`config.mk`:
```
export PLATFORM = sky130hd
export DESIGN_NAME = gpio_in
export DESIGN_NICKNAME = d
export VERILOG_FILES = /design/src/rtl/gpio_in.sv
export SDC_FILE = /design/constraint.sdc
export NUM_CORES = 1
export LEC_CHECK = 0
export BUFFER_PORTS_ARGS = -buffer_cell sky130_fd_sc_hd__clkbuf_2
export CAP_MARGIN = 5
export CORE_ASPECT_RATIO = 0.9
export CORE_MARGIN = 2
export CORE_UTILIZATION = 50
export DETAILED_ROUTE_END_ITERATION = 10
export GPL_TIMING_DRIVEN = 0
export PLACE_DENSITY_LB_ADDON = 0.12
export SYNTH_ARGS = -nofsm -noshare
export SYNTH_HDL_FRONTEND = slang
export SYNTH_SLANG_ARGS = --single-unit
```
`constraint.sdc`:
```
create_clock -name wb_clk -period 2.85 [get_ports wb_clk]
set_input_delay 0.4275 -clock wb_clk [delete_from_list [all_inputs] [get_ports wb_clk]]
set_output_delay 0.4275 -clock wb_clk [all_outputs]
set_load 0.005 [all_outputs]
```
`src/rtl/gpio_in.sv`:
```
// Wishbone-slave GPIO input port: synchronises external pins, latches enabled
// rising/falling edges into sticky write-1-to-clear status bits and raises a level irq.
module gpio_in #(
    parameter logic [7:0] ADDR  = 8'h00,
    parameter int         WIDTH = 8
) (
    input  logic             wb_clk,
    input  logic             wb_rst_n,
    input  logic [31:0]      wb_dbus_adr,
    input  logic [31:0]      wb_dbus_dat,
    input  logic [3:0]       wb_dbus_sel,
    input  logic             wb_dbus_we,
    input  logic             wb_dbus_cyc,
    output logic [31:0]      rdt,
    output logic             ack,
    output logic             irq,
    input  logic [WIDTH-1:0] pins
);

    logic [WIDTH-1:0] s1_q, s2_q, prev_q;
    logic [WIDTH-1:0] rise_en_q, rise_en_d;
    logic [WIDTH-1:0] fall_en_q, fall_en_d;
    logic [WIDTH-1:0] status_q, status_d;
    logic [WIDTH-1:0] edge_set, status_clr;
    logic [31:0]      rdt_q, rd_val;
    logic             ack_q, irq_q;
    logic             sel, access, wr, rd;
    logic [1:0]       idx;
    logic             unused_ok;

    // Byte enables and the undecoded address/data bits have no effect.
    assign unused_ok = &{1'b0, wb_dbus_sel, wb_dbus_adr, wb_dbus_dat};

    assign sel    = wb_dbus_cyc && (wb_dbus_adr[31:24] == ADDR);
    assign access = sel && !ack_q;
    assign wr     = access && wb_dbus_we;
    assign rd     = access && !wb_dbus_we;
    assign idx    = wb_dbus_adr[3:2];

    always_comb begin
        rd_val = '0;
        case (idx)
            2'd0:    rd_val[WIDTH-1:0] = s2_q;
            2'd1:    rd_val[WIDTH-1:0] = rise_en_q;
            2'd2:    rd_val[WIDTH-1:0] = fall_en_q;
            default: rd_val[WIDTH-1:0] = status_q;
        endcase
    end

    // A set and a clear on the same bit in the same cycle resolve to set.
    always_comb begin
        rise_en_d  = rise_en_q;
        fall_en_d  = fall_en_q;
        status_clr = '0;
        if (wr) begin
            case (idx)
                2'd1:    rise_en_d  = wb_dbus_dat[WIDTH-1:0];
                2'd2:    fall_en_d  = wb_dbus_dat[WIDTH-1:0];
                2'd3:    status_clr = wb_dbus_dat[WIDTH-1:0];
                default: ;
            endcase
        end
        edge_set = (s2_q & ~prev_q & rise_en_q) | (~s2_q & prev_q & fall_en_q);
        status_d = (status_q & ~status_clr) | edge_set;
    end

    always_ff @(posedge wb_clk or negedge wb_rst_n) begin
        if (!wb_rst_n) begin
            s1_q      <= '0;
            s2_q      <= '0;
            prev_q    <= '0;
            rise_en_q <= '0;
            fall_en_q <= '0;
            status_q  <= '0;
            ack_q     <= 1'b0;
            rdt_q     <= '0;
            irq_q     <= 1'b0;
        end else begin
            s1_q      <= pins;
            s2_q      <= s1_q;
            prev_q    <= s2_q;
            rise_en_q <= rise_en_d;
            fall_en_q <= fall_en_d;
            status_q  <= status_d;
            ack_q     <= access;
            rdt_q     <= rd ? rd_val : '0;
            irq_q     <= |status_d;
        end
    end

    assign ack = ack_q;
    assign rdt = rdt_q;
    assign irq = irq_q;

endmodule
```
# ---- Word level (Yosys, flattened, before mapping)
# Cells that the tools add are included.
dict set report totals {
  regBits 58
  input_bits 80
  out_inout_bits 34
  word_cells 37
}
dict set report classes {
  n_eq_ne 3
  mux 4
  bitwise_logic 10
  n_reduce_logical 11
}
# operator count
set op_table {}
lappend op_table {{$and A8 B8 Y8} 5}
lappend op_table {{$mux W8} 3}
lappend op_table {{$not A8 Y8} 3}
lappend op_table {{$pmux W8 S3} 1}
lappend op_table {{$or A8 B8 Y8} 2}
lappend op_table {{$logic_not A8 Y1} 1}
lappend op_table {{$reduce_or A8 Y1} 1}
lappend op_table {{$eq A2 B2 Y1 const B} 2}
lappend op_table {{$logic_and A1 B1 Y1} 4}
lappend op_table {{$reduce_and A2 Y1} 2}
lappend op_table {{$eq A2 B1 Y1 const B} 1}
lappend op_table {{$logic_not A1 Y1} 2}
lappend op_table {{$logic_not A2 Y1} 1}

# ---- Logic depth before layout (Yosys ltp)
dict set report depth {
  ltp_word 9
  depth_mapped 6
  ltp_nobuf 5
}

# ---- Least setup slack after synthesis
# OpenSTA, ideal clock, no wires.
dict set report synth_path {
  path_type {input -> register}
  from {input wb_dbus_adr[29]}
  to {register rise_en_q[0]}
  arrival_time_ns 1.585
  required_time_ns 2.725
  path_slack_ns 1.140
  stages 5
  cell_sequence {nor4_2 -> and3_2 -> and4b_1 -> buf_2 -> mux2_2}
}
dict set report synth_between {
  elab_chain_len 5
}
# item line_no
set synth_rtl {}
lappend synth_rtl {{start, declared} 9} ;# input logic [31:0] wb_dbus_adr,
lappend synth_rtl {{$logic_not A8 Y1} 34} ;# assign sel = wb_dbus_cyc && (wb_dbus_adr[31:24] == ADDR);
lappend synth_rtl {{$logic_and A1 B1 Y1} 34}
lappend synth_rtl {{$logic_and A1 B1 Y1} 35} ;# assign access = sel && !ack_q;
lappend synth_rtl {{net access} 27} ;# logic sel, access, wr, rd;
lappend synth_rtl {{$logic_and A1 B1 Y1} 36} ;# assign wr = access && wb_dbus_we;
lappend synth_rtl {{$reduce_and A2 Y1 (no source line)} n/a}
lappend synth_rtl {{end signal, assigned} 82} ;# rise_en_q <= rise_en_d;
lappend synth_rtl {{end, declared} 21} ;# logic [WIDTH-1:0] rise_en_q, rise_en_d;
# The timed path passes the listed nets, and every way through them passes these cells.
# A chain may end at the register's enable or synchronous reset.

# ---- Worst setup path after layout
dict set report layout_path {
  from {register ack_q (netlist: ack)}
  to {register irq_q (netlist: irq)}
}
dict set report layout_between {
  elab_chain_len 8
}
# item line_no
set layout_rtl {}
lappend layout_rtl {{start, declared} 26} ;# logic ack_q, irq_q;
lappend layout_rtl {{start signal, assigned} 85} ;# ack_q <= access;
lappend layout_rtl {{$logic_not A1 Y1} 35}
lappend layout_rtl {{$logic_and A1 B1 Y1} 35}
lappend layout_rtl {{$logic_and A1 B1 Y1} 36}
lappend layout_rtl {{$mux W8} 55} ;# if (wr) begin
lappend layout_rtl {{$not A8 Y8} 64} ;# status_d = (status_q & ~status_clr) | edge_set;
lappend layout_rtl {{$and A8 B8 Y8} 64}
lappend layout_rtl {{$or A8 B8 Y8} 64}
lappend layout_rtl {{$reduce_or A8 Y1} 87} ;# irq_q <= |status_d;
lappend layout_rtl {{end signal, assigned} 87}
lappend layout_rtl {{end, declared} 26}
# Every way passes these cells.

==> impl_metrics.yaml <==
outcome:
  status: "completed"
timing:
  tightestPinTransition_ps: 767
  fin_crit_sh_pct: 64.2
  whs_ps: 186
  rsz0062_at_grt: "false"
  finalHoldViolCount: 0
  totalNegativeSetupSlack_ps: 0
  slew_viol_final: 0
  setup_viol_count_final: 0
  period_minus_slack_ps: 1830
  fmaxAchievable_mhz: 547
  skew_ps: 5.54
  slew_headroom_pct: 48.9
synthesis:
  ys_types: 25
  ys.flop_type: "dfrtp_1"
  yosys.area.top_type_share_pct: 59.7
  synth_area_um2: 2430
  synth_top_area_cell: "dfrtp_1"
  synthTopCellsByArea: "dfrtp_1 (60%), buf_4 (7.4%), mux2_2 (7.4%)"
  yosys_warnings: 0
  yosysMostFrequentCell: "dfrtp_1"
  synthCells: 174
  synth_edf_count: 0
  synth_common_cells: "dfrtp_1 (58), buf_4 (24), mux2_2 (16), nand2_1 (12), nor2b_1 (9)"
  ys_async_sr_fraction_pct: 100
  ys_seq_elements: 58
  avgSynthCellArea_um2: 14.0
  ys_seq_area_share_pct: 59.7
worst_setup_path:
  rr_worst_depth: 6
  ff2ff_setup_slack_ps: 1020
  startpoint: "ack$_DFF_PN0_"
  critPathMaxFanout: 8
  start_kind: "flop"
  crit_type: "flop to flop"
  critPathRequiredTime_ps: 3010
  r2r-end: "irq$_DFF_PN0_"
  critPathArrivalTime_ps: 1990
  worstReg2RegStart: "ack$_DFF_PN0_"
  critPathCaptureType: "flop"
pwr:
  powerDensity_nw_per_um2: 590
  irDropWorstVdd_mv: 0.537
  power_mw: 1.77
  p_leak_nw: 1.53
grt:
  overflow: 0
  grt_usage_pct: 17.5
  grt_max_degree: 59
  grt_pass1_wl_mm: 7.16
  antenna_found_initial: 0
  grt_pass1_vias: 1499
layout:
  area_growth_pct: 23.1
  fin_nets: 327
  n_antenna_cell: 0
  layout-drive-gt1-share_pct: 44.4
  post-route-util_pct: 62.7
run:
  max-cap-violations: 0
cts:
  cts_setup_buffers: 0
  clk_latency_ps: 330
  cts.sinks: 58
  cts_root_buf: "clkbuf_8"
  cts_max_level: 3
  path_clk_slew_ps: 60
  cts-hold-fix-buffers: 0
  clock_path_buffers: 2
  cts_tree: "built"
  cts_resized: 0
  cts_made_buffers: 9
drt:
  finalWirelength_mm: 4.24
  first_pass_iters: 4
  wire_per_inst_um: 13.4
  drc: 0
  vias: 1490
  ant_nets: 0
  drt_iter0_drc: 56
  via_per_inst: 4.70
floorplanning:
  core_area_um2: 4770
  rows: 24
  dieArea_um2: 5440
  die_x_um: 77.5
  ios: 114
  die_h_um: 70.2
  start_util_pct: 50.9
min_path:
  hp-class: "primary input to asynchronous set/reset pin"
placement:
  routabilityCongestion: 0.732
  port_buffers: 39
  dp_hpwl_mm: 2.90
==> state kept, by name (all words and copies together) (netlist names) <==
signal / flops
rise_en_q: 8
fall_en_q: 8
irq: 1
s2_q: 8
rdt: 8
prev_q: 8
ack: 1
status_q: 8
s1_q: 8
==> area by class of cell <==
cell class	count	area, um^2
buffer	29	210
sequential	58	1450
multi-input combinational	110	857
clock inverter	2	35.0
timing repair buffer	39	198
fill	404	1780
clock buffer	14	163
tap	65	81.3
==> logic make-up after synthesis <==
family                 Yosys count  synth area share, %
DFF                             58                 59.7
other                            1                0.154
muxes                           24                 14.8
buffers and inverters           29                 8.64
and+or+nand+nor                 42                 11.0
AOI/OAI and AO/OA               20                 5.76
==> worst max-delay path: stages, from the launching register on <==
cell and delay [ps]:
dfrtp_1 380, nor2b_1 130, and4_1 210, buf_6 140
a21boi_0 110, a2111oi_0 530, nand4_1 170
==> where the power goes <==
group	total, mW	switching, mW	internal [mW]
Combinational	0.141	0.0620	0.0793
Sequential	0.882	0.0199	0.862
Clock	0.745	0.293	0.451
==> worst max-delay path by stage <==
stage	end	slack (ps)	depth (start not counted)
after CTS	irq$_DFF_PN0_	890	6
final	irq$_DFF_PN0_	1020	6
after global placement	irq$_DFF_PN0_	580	7
after global routing	irq$_DFF_PN0_	860	6
after detailed placement	irq$_DFF_PN0_	590	7
after floorplan	rise_en_q[0]$_DFFE_PN0P_	1140	5
==> routing by layer <==
metal / vias to the layer above / part of all wire, % / global-route usage [%]
met1: 709 / 44 / 22.0
met2: 59 / 46 / 27.7
met5: - / 0 / 0
met3: 5 / 8.6 / 6.98
met4: 0 / 1.5 / 6.55
li1: 717 / - / -
==> layout by cell type (no fill, tap or decap), types with 2 or more instances in the layout <==
master     synthesis  final
dfrtp_1           58     58
clkbuf_2           0     38
buf_4             24     24
conb_1             1     24
mux2_2            16     16
nand2_1           12     12
clkbuf_8           0     11
nor2b_1            9      9
nand3b_1           8      8
o21ai_0            8      8
mux4_2             8      8
a21boi_0           4      4
or2_2              4      4
clkbuf_1           1      4
a21o_1             3      3
buf_2              3      3
a2111oi_1          3      3
nor4_2             2      2
and4b_1            2      2
==> per-stage QoR <==
| step | instance area, um^2 | setup WS, ps | cells |
|---|---|---|---|
| finish | 3000 | 1020 | 317 |
| floorplan | 2520 | 1140 | 197 |
| CTS | 3000 | 891 | 317 |
| global placement | 2800 | 583 | 301 |
| global route | 3000 | 862 | 317 |
| detailed placement | 2800 | 587 | 301 |
Note: power is estimated with default switching activity, not from simulation.
